File: config.mk
export PLATFORM = sky130hd
export DESIGN_NAME = sv32_ptw
export DESIGN_NICKNAME = d
export VERILOG_FILES = /design/src/rtl/sv32_ptw.sv
export SDC_FILE = /design/constraint.sdc
export NUM_CORES = 1
export LEC_CHECK = 0
export ABC_AREA = 1
export CORE_MARGIN = 2
export CORE_UTILIZATION = 45
export CTS_CLUSTER_DIAMETER = 100
export DETAILED_ROUTE_END_ITERATION = 12
export PLACE_DENSITY = 0.93
export SLEW_MARGIN = 20
export SYNTH_ARGS = -nofsm -noshare
export SYNTH_HDL_FRONTEND = slang
export SYNTH_SLANG_ARGS = --single-unit
File: constraint.sdc
create_clock -name clk_i -period 4.2 [get_ports clk_i]
set_input_delay 0.63 -clock clk_i [delete_from_list [all_inputs] [get_ports clk_i]]
set_output_delay 0.63 -clock clk_i [all_outputs]
set_load 0.05 [all_outputs]
File: src/rtl/sv32_ptw.sv
// Sv32 hardware page-table walker serving ITLB misses.
// Walks two levels through a single-outstanding read port and returns a one-cycle refill or fault.
module sv32_ptw #(
  parameter int PADDR_WD = 34,
  parameter int VADDR_WD = 32,
  parameter int ASID_WD  = 9,
  parameter int PTE_WD   = 32,
  parameter int PPN_WD   = 22
) (
  input  logic                     clk_i,
  input  logic                     rst_i,
  input  logic                     flush_i,
  input  logic [PPN_WD-1:0]        satp_ppn_i,
  input  logic                     priv_u_i,
  input  logic                     miss_valid_i,
  output logic                     miss_ready_o,
  input  logic [VADDR_WD-13:0]     miss_vpn_i,
  input  logic [ASID_WD-1:0]       miss_asid_i,
  output logic                     mem_req_valid_o,
  input  logic                     mem_req_ready_i,
  output logic [PADDR_WD-1:0]      mem_req_addr_o,
  input  logic                     mem_rsp_valid_i,
  input  logic [PTE_WD-1:0]        mem_rsp_data_i,
  input  logic                     mem_rsp_err_i,
  output logic                     refill_valid_o,
  output logic [VADDR_WD-13:0]     refill_vpn_o,
  output logic [ASID_WD-1:0]       refill_asid_o,
  output logic [PTE_WD-1:0]        refill_pte_o,
  output logic                     refill_super_o,
  output logic                     page_fault_o,
  output logic                     access_fault_o
);

  localparam int VPN_WD     = VADDR_WD - 12;
  localparam int VPN_LVL_WD = VPN_WD / 2;
  localparam int OFS_PAD    = PADDR_WD - VPN_LVL_WD - 2;

  typedef enum logic [2:0] {
    S_IDLE, S_L1_REQ, S_L1_WAIT, S_L0_REQ, S_L0_WAIT, S_DONE, S_DRAIN
  } state_e;

  typedef enum logic [1:0] {RES_REFILL, RES_PAGE, RES_ACCESS} res_e;

  state_e              state_q, state_d;
  res_e                res_q, res_d;
  logic [VPN_WD-1:0]   vpn_q, vpn_d;
  logic [ASID_WD-1:0]  asid_q, asid_d;
  logic                priv_q, priv_d;
  logic [PPN_WD-1:0]   satp_q, satp_d;
  logic [PPN_WD-1:0]   l0_ppn_q, l0_ppn_d;
  logic [PTE_WD-1:0]   pte_q, pte_d;
  logic                super_q, super_d;
  logic                abort_q, abort_d;

  logic [PADDR_WD-1:0] l1_addr, l0_addr;
  logic pte_v, pte_r, pte_w, pte_x, pte_u, pte_a, in_l1, sp_misaligned;

  assign l1_addr = {satp_q, 12'h000}   + {{OFS_PAD{1'b0}}, vpn_q[VPN_WD-1 -: VPN_LVL_WD], 2'b00};
  assign l0_addr = {l0_ppn_q, 12'h000} + {{OFS_PAD{1'b0}}, vpn_q[VPN_LVL_WD-1:0], 2'b00};

  assign pte_v         = mem_rsp_data_i[0];
  assign pte_r         = mem_rsp_data_i[1];
  assign pte_w         = mem_rsp_data_i[2];
  assign pte_x         = mem_rsp_data_i[3];
  assign pte_u         = mem_rsp_data_i[4];
  assign pte_a         = mem_rsp_data_i[6];
  assign in_l1         = (state_q == S_L1_WAIT);
  assign sp_misaligned = |mem_rsp_data_i[19:10];

  always_comb begin
    state_d         = state_q;
    res_d           = res_q;
    vpn_d           = vpn_q;
    asid_d          = asid_q;
    priv_d          = priv_q;
    satp_d          = satp_q;
    l0_ppn_d        = l0_ppn_q;
    pte_d           = pte_q;
    super_d         = super_q;
    abort_d         = abort_q;
    miss_ready_o    = 1'b0;
    mem_req_valid_o = 1'b0;
    mem_req_addr_o  = '0;
    refill_valid_o  = 1'b0;
    page_fault_o    = 1'b0;
    access_fault_o  = 1'b0;

    case (state_q)
      S_IDLE: begin
        miss_ready_o = 1'b1;
        if (miss_valid_i) begin
          vpn_d   = miss_vpn_i;
          asid_d  = miss_asid_i;
          priv_d  = priv_u_i;
          satp_d  = satp_ppn_i;
          abort_d = 1'b0;
          state_d = S_L1_REQ;
        end
      end
      S_L1_REQ, S_L0_REQ: begin
        // A flushed request cannot be retracted; remember the abort until it is accepted.
        mem_req_valid_o = 1'b1;
        mem_req_addr_o  = (state_q == S_L1_REQ) ? l1_addr : l0_addr;
        if (flush_i) abort_d = 1'b1;
        if (mem_req_ready_i) begin
          abort_d = 1'b0;
          if (abort_q || flush_i)      state_d = S_DRAIN;
          else if (state_q == S_L1_REQ) state_d = S_L1_WAIT;
          else                          state_d = S_L0_WAIT;
        end
      end
      S_L1_WAIT, S_L0_WAIT: begin
        if (mem_rsp_valid_i) begin
          if (flush_i) begin
            state_d = S_IDLE;
          end else begin
            state_d = S_DONE;
            res_d   = RES_PAGE;
            if (mem_rsp_err_i) begin
              res_d = RES_ACCESS;
            end else if (!pte_v || (!pte_r && pte_w)) begin
              res_d = RES_PAGE;
            end else if (!pte_r && !pte_x) begin
              if (in_l1) begin
                l0_ppn_d = mem_rsp_data_i[PTE_WD-1:10];
                state_d  = S_L0_REQ;
              end
            end else if (!pte_x || !pte_a || (priv_q != pte_u) || (in_l1 && sp_misaligned)) begin
              res_d = RES_PAGE;
            end else begin
              res_d   = RES_REFILL;
              pte_d   = mem_rsp_data_i;
              super_d = in_l1;
            end
          end
        end else if (flush_i) begin
          state_d = S_DRAIN;
        end
      end
      S_DONE: begin
        if (!flush_i) begin
          refill_valid_o = (res_q == RES_REFILL);
          page_fault_o   = (res_q == RES_PAGE);
          access_fault_o = (res_q == RES_ACCESS);
        end
        state_d = S_IDLE;
      end
      S_DRAIN: begin
        if (mem_rsp_valid_i) state_d = S_IDLE;
      end
      default: state_d = S_IDLE;
    endcase
  end

  always_ff @(posedge clk_i or posedge rst_i) begin
    if (rst_i) begin
      state_q  <= S_IDLE;
      res_q    <= RES_PAGE;
      vpn_q    <= '0;
      asid_q   <= '0;
      priv_q   <= 1'b0;
      satp_q   <= '0;
      l0_ppn_q <= '0;
      pte_q    <= '0;
      super_q  <= 1'b0;
      abort_q  <= 1'b0;
    end else begin
      state_q  <= state_d;
      res_q    <= res_d;
      vpn_q    <= vpn_d;
      asid_q   <= asid_d;
      priv_q   <= priv_d;
      satp_q   <= satp_d;
      l0_ppn_q <= l0_ppn_d;
      pte_q    <= pte_d;
      super_q  <= super_d;
      abort_q  <= abort_d;
    end
  end

  assign refill_vpn_o   = vpn_q;
  assign refill_asid_o  = asid_q;
  assign refill_pte_o   = pte_q;
  assign refill_super_o = super_q;

endmodule

After elaboration in Yosys (flattened, before gate mapping)

Cells that the tools add are included.

Reduce and logical (&&, ||, !) cells: 24
Multiplexer cells: 31
Bitwise gates (word level): 5
Eq/ne operators: 14
Add/sub/neg operators: 2

Operators with widths:

| kind                                          | count |
|---|---|
| adder 34 x 12 -> 34 bit                       | 2 |
| two-way mux 34 bit                            | 2 |
| two-way mux 3 bit                             | 12 |
| two-way mux 1 bit                             | 14 |
| AND reduction 7 bit                           | 2 |
| one-hot mux 3 bit (4 select lines)            | 1 |
| OR reduction 10 bit                           | 1 |
| == test 3 bit, second input constant          | 3 |
| == test 3 x 2 -> 1 bit, second input constant | 2 |
| inequality test 2 bit, second input constant  | 3 |
| inequality test 3 bit, second input constant  | 2 |
| AND reduction 3 bit                           | 2 |
| logical OR 1 bit                              | 5 |
| NOT 1 bit                                     | 5 |
| zero test 1 bit                               | 4 |
| AND reduction 4 bit                           | 1 |
| OR reduction 2 bit                            | 2 |
| == test 3 x 1 -> 1 bit, second input constant | 1 |
| logical AND 1 bit                             | 3 |
| zero test 3 bit                               | 1 |
| == test 2 x 1 -> 1 bit, second input constant | 1 |
| == test 2 bit, second input constant          | 1 |
| zero test 2 bit                               | 1 |
| two-way mux 2 bit                             | 1 |
| other kinds (4)                               | 4 |

Bits in registers: 113
Output and inout port bits: 101
Logic and storage cells: 86
Input bits: 91

Longest topological paths before layout

Depth after elaboration: 8
Gate-level depth with buffers: 10
Gate-level depth less buffers: 9

Least setup slack after synthesis

No wires, ideal clock.

Kind: input to output
Start: in flush_i
End: out access_fault_o
Stages on the path: 1
Setup slack: 1.387 ns
Data required time: 3.570 ns
Path buffers: 0
Arrival: 2.183 ns
Cells stage by stage: nor4_1

Longest elaborated chain between the ends: 2

RTL lines:

| item              | RTL line | source |
|---|---|---|
| from (decl)       | 12       | `input logic flush_i,` |
| two-way mux 1 bit | 141      | `if (!flush_i) begin` |
| two-way mux 1 bit | 88       | `case (state_q)` |
| to (decl)         | 31       | `output logic access_fault_o` |

Every way passes these cells.

Final worst setup path

Start: reg state_q[1]
End: out mem_req_addr_o[30]

Longest elaborated chain between the ends: 3
Elaborated cells between the ends (all ways): 5
Classes of those cells: 2 x eq/ne; 2 x mux; 1 x reduce/logical

RTL lines:

| item                                                                    | RTL line | source |
|---|---|---|
| from (decl)                                                             | 44       | `state_e state_q, state_d;` |
| from (signal assigned)                                                  | 168      | `state_q <= state_d;` |
| == test 3 x 1 -> 1 bit / == test 3 x 2 -> 1 bit (equally long branches) | 88, 103  |  |
| two-way mux 34 bit / OR reduction 2 bit (equally long branches)         | 103, 88  |  |
| two-way mux 34 bit *                                                    | 88       |  |
| to (decl)                                                               | 21       | `output logic [PADDR_WD-1:0] mem_req_addr_o,` |

Mark *: on every way between the ends. The rest lies on a longest branch, timed or not.

==> flow_summary.rst <==
.. list-table::
   :header-rows: 1

   * - Metric
     - Value
   * - Status
     - complete, no violations
   * - Leakage power figure
     - 3.55 nW
   * - Die Ht
     - 112 µm
   * - First-pass GRT wire length
     - 23.2 mm
   * - Crit path arrival time
     - 3.08 ns
   * - Worst Tran Pin Value
     - 1.01 ns
   * - Portion of the post-synthesis area used by sequential elements
     - 0.536
   * - Total design power
     - 6.07 mW
   * - Power density over the cells
     - 797 mW/mm²
   * - Count of state elements after synthesis
     - 113
   * - Initial DRC count
     - 234
   * - Tightest Hold Check Type
     - flip-flop to flip-flop
   * - Number of rows created at floorplan
     - 39
   * - Number of nets in the finished design
     - 819
   * - Crit Path Class
     - flip-flop to primary output
   * - Initial antenna violation count
     - 0
   * - Number of primary I/O pins
     - 192
   * - Async SR Flop Fraction
     - 1.00
   * - Startpoint of the tightest hold check path
     - refill_pte_o[0]
   * - Vias in the first global route
     - 4608
   * - Warnings from Yosys
     - 0
   * - PostCTS Resize Cnt
     - 0
   * - Distinct cell type count of the synthesized netlist
     - 32
   * - Sequential cell fraction of total power
     - 0.280
   * - Minimum clock period after layout
     - 3.71 ns
   * - TritonCTS Buffers
     - 17
   * - Hold buffer count at CTS
     - 0
   * - Int Power
     - 3.38 mW
   * - CTS Sinks
     - 113
   * - Launch instance of the worst register-to-register path
     - state_q[2]
   * - Post-synthesis cell area
     - 0.00528 mm²
   * - Util after Layout
     - 0.667
   * - Worst clock skew
     - 0.00655 ns
   * - Switching share of power
     - 0.444
   * - Highest ir drop seen on vdd
     - 0.650 mV
   * - Final WL
     - 14.3 mm
   * - PortBufs
     - 189
   * - Post-CTS clock slew at the launch and capture registers of the worst setup and hold paths
     - 0.05 ns
   * - Average vias per placed instance
     - 5.11
   * - Buffers inserted during post-CTS setup optimization
     - 0
   * - DIE AREA
     - 0.0126 mm²
   * - Instance count of the mapped netlist
     - 566
   * - Dpl ws
     - 0.919 ns
   * - Slew margin rel.
     - 0.325
   * - Library cell used as clock root buffer
     - sky130_fd_sc_hd__clkbuf_16
   * - Final routed wire length divided by cell count
     - 16.2 µm
   * - Total net switching power
     - 2.70 mW
   * - Fraction of final layout cells sized beyond drive strength 1
     - 0.121
   * - Count of inserted antenna diode cells
     - 0
   * - Clk Latency, worst-skew pair
     - 0.40 ns
   * - Routability cong.
     - 0.869
   * - Layout overhead on the synthesized area
     - 44.4%
   * - Share of power burned in the clock network
     - 0.233
   * - TritonCTS clock tree
     - yes
   * - Global Route Usage Sum
     - 0.232
   * - Unrepaired setup endpoints after global routing
     - no
   * - Maximum operating frequency
     - 0.270 GHz
   * - Critical path launch point
     - state_q[1]
   * - Reported max-cap violation count
     - 0
   * - Part of the total power dissipated in combinational logic
     - 0.487
   * - GRT overflow
     - 0
   * - Most instantiated flip-flop cell in the synthesis netlist
     - sky130_fd_sc_hd__dfrtp_1
   * - Fin worst setup slack
     - 0.490 ns
   * - Final-report hold violation count
     - 0
   * - Maximum fanout along the worst path
     - 32
   * - Number of flops mapped to enable cells by yosys
     - 0
   * - Nature of the critical path startpoint
     - flip-flop
   * - Post-route ant nets
     - 0
   * - Number of remaining DRC errors
     - 0
   * - Number of vias after detailed routing
     - 4517
   * - Final setup TNS
     - 0 ns
   * - Number of detailed-routing iterations run before antenna repair
     - 4
   * - Worst Path Required
     - 3.57 ns
   * - Number of levels in the clock H-tree
     - 4
   * - Pin count of the biggest net entering global routing
     - 72
   * - Die outline width
     - 112 µm
   * - Tcrit/Tclk final
     - 0.883
   * - CTS Buffer Depth
     - 2
   * - HPWL after DPL
     - 10.1 mm
   * - Type of destination of the critical path
     - primary output
   * - Starting density of the core
     - 0.462
   * - Mean post-synth cell area
     - 9.33 µm²
   * - Max-slew violations
     - 0
   * - Total setup violations reported at the end of the flow
     - 0
   * - Core footprint
     - 0.0114 mm²
-- per-layer routing --
metal  vias up  track usage  wire length, µm
li1       2141            -                -
met1      2143        0.283             5720
met2       196        0.380             6990
met3        37       0.0697             1030
met4         0        0.107              543
met5         -            0                0
-- kinds of logic after synthesis --
kind of cell,after synthesis,share of synthesized area
muxes,33,0.0704
xor gates and xnor gates,1,0.00166
AOI/OAI and AO/OA,78,0.0789
buffers and inverters,114,0.114
and+or+nand+nor,226,0.198
other,1,0.000710
DFF,113,0.536
-- cell usage in the layout, fill, tap and decap left out, drive strengths merged, types with 7 or more instances in the layout --
cell           count
o22ai              9
clkdlybuf4s50    189
dfrtp            112
inv               62
nand2            140
nand3              7
mux2              33
a21oi             21
nand4             31
nor2              38
o21ai             48
clkinv             8
clkbuf            19
-- cell usage after synthesis, types with 4 or more instances --
library cell	count	area, µm²
sky130_fd_sc_hd__nor2_1	35	131
sky130_fd_sc_hd__buf_2	15	75.1
sky130_fd_sc_hd__inv_2	4	15.0
sky130_fd_sc_hd__inv_1	58	218
sky130_fd_sc_hd__dfrtp_1	112	2800
sky130_fd_sc_hd__a21oi_1	21	105
sky130_fd_sc_hd__o21ai_1	8	40.0
sky130_fd_sc_hd__buf_6	7	78.8
sky130_fd_sc_hd__mux2_2	31	349
sky130_fd_sc_hd__nand2_1	137	514
sky130_fd_sc_hd__nand4_1	31	194
sky130_fd_sc_hd__nand3_1	5	25.0
sky130_fd_sc_hd__o22ai_1	9	56.3
sky130_fd_sc_hd__buf_4	28	210
sky130_fd_sc_hd__o21ai_0	38	190
-- final timing paths --
path                            slack, ns                 end  cells after the start
worst max-delay path                 0.49  mem_req_addr_o[30]                      5
worst min register to register       0.46     refill_pte_o[0]                      2
max in group asynchronous            2.59           satp_q[6]                      3
worst max register to register       2.00    refill_pte_o[13]                      7
worst min-delay path                 0.46     refill_pte_o[0]                      2
min in group asynchronous            0.67    refill_asid_o[4]                      2
-- power groups by stage --
stage          logic [mW]  registers, mW  clock network (mW)
2_1_floorplan        1.85           1.99                   0
3_3_place_gp         2.91           1.69                   0
3_5_place_dp         2.96           1.72                   0
4_1_cts              2.97           1.70                1.44
5_1_grt              3.12           1.75                1.50
6_report             2.96           1.70                1.41
-- through the flow --
step,hold slack (ns),instance area [µm²],std cells
finish,0.460,7620,884
detailed placement,0.451,7030,852
global placement,0.446,7030,852
floorplan,0.460,5280,567
global route,0.483,7620,884
CTS,0.466,7620,884
-- final cells by class --
| cell class | count | area (µm²) |
|---|---|---|
| fillers | 919 | 3800 |
| flip-flops and latches | 113 | 2830 |
| repair buffers | 194 | 1930 |
| multi-input cells | 340 | 1860 |
| clock buffers | 19 | 453 |
| inverters | 62 | 235 |
| well taps | 143 | 179 |
| clock inverters | 13 | 138 |
-- sequential cells by signal, summed over array words and instances, names as in the netlist --
signal / flops
priv_q: 1
l0_ppn_q: 22
refill_asid_o: 9
refill_pte_o: 32
refill_super_o: 1
abort_q: 1
refill_vpn_o: 20
res_q: 2
satp_q: 22
state_q: 3
-- critical path, stage by stage (launching register included) --
cell	delay, ns
sky130_fd_sc_hd__dfrtp_1	0.57
sky130_fd_sc_hd__inv_1	0.10
sky130_fd_sc_hd__nor3_1	0.20
sky130_fd_sc_hd__inv_1	0.48
sky130_fd_sc_hd__o21ai_0	0.45
sky130_fd_sc_hd__clkdlybuf4s50_1	0.87
(Power assumes the default switching activity.)
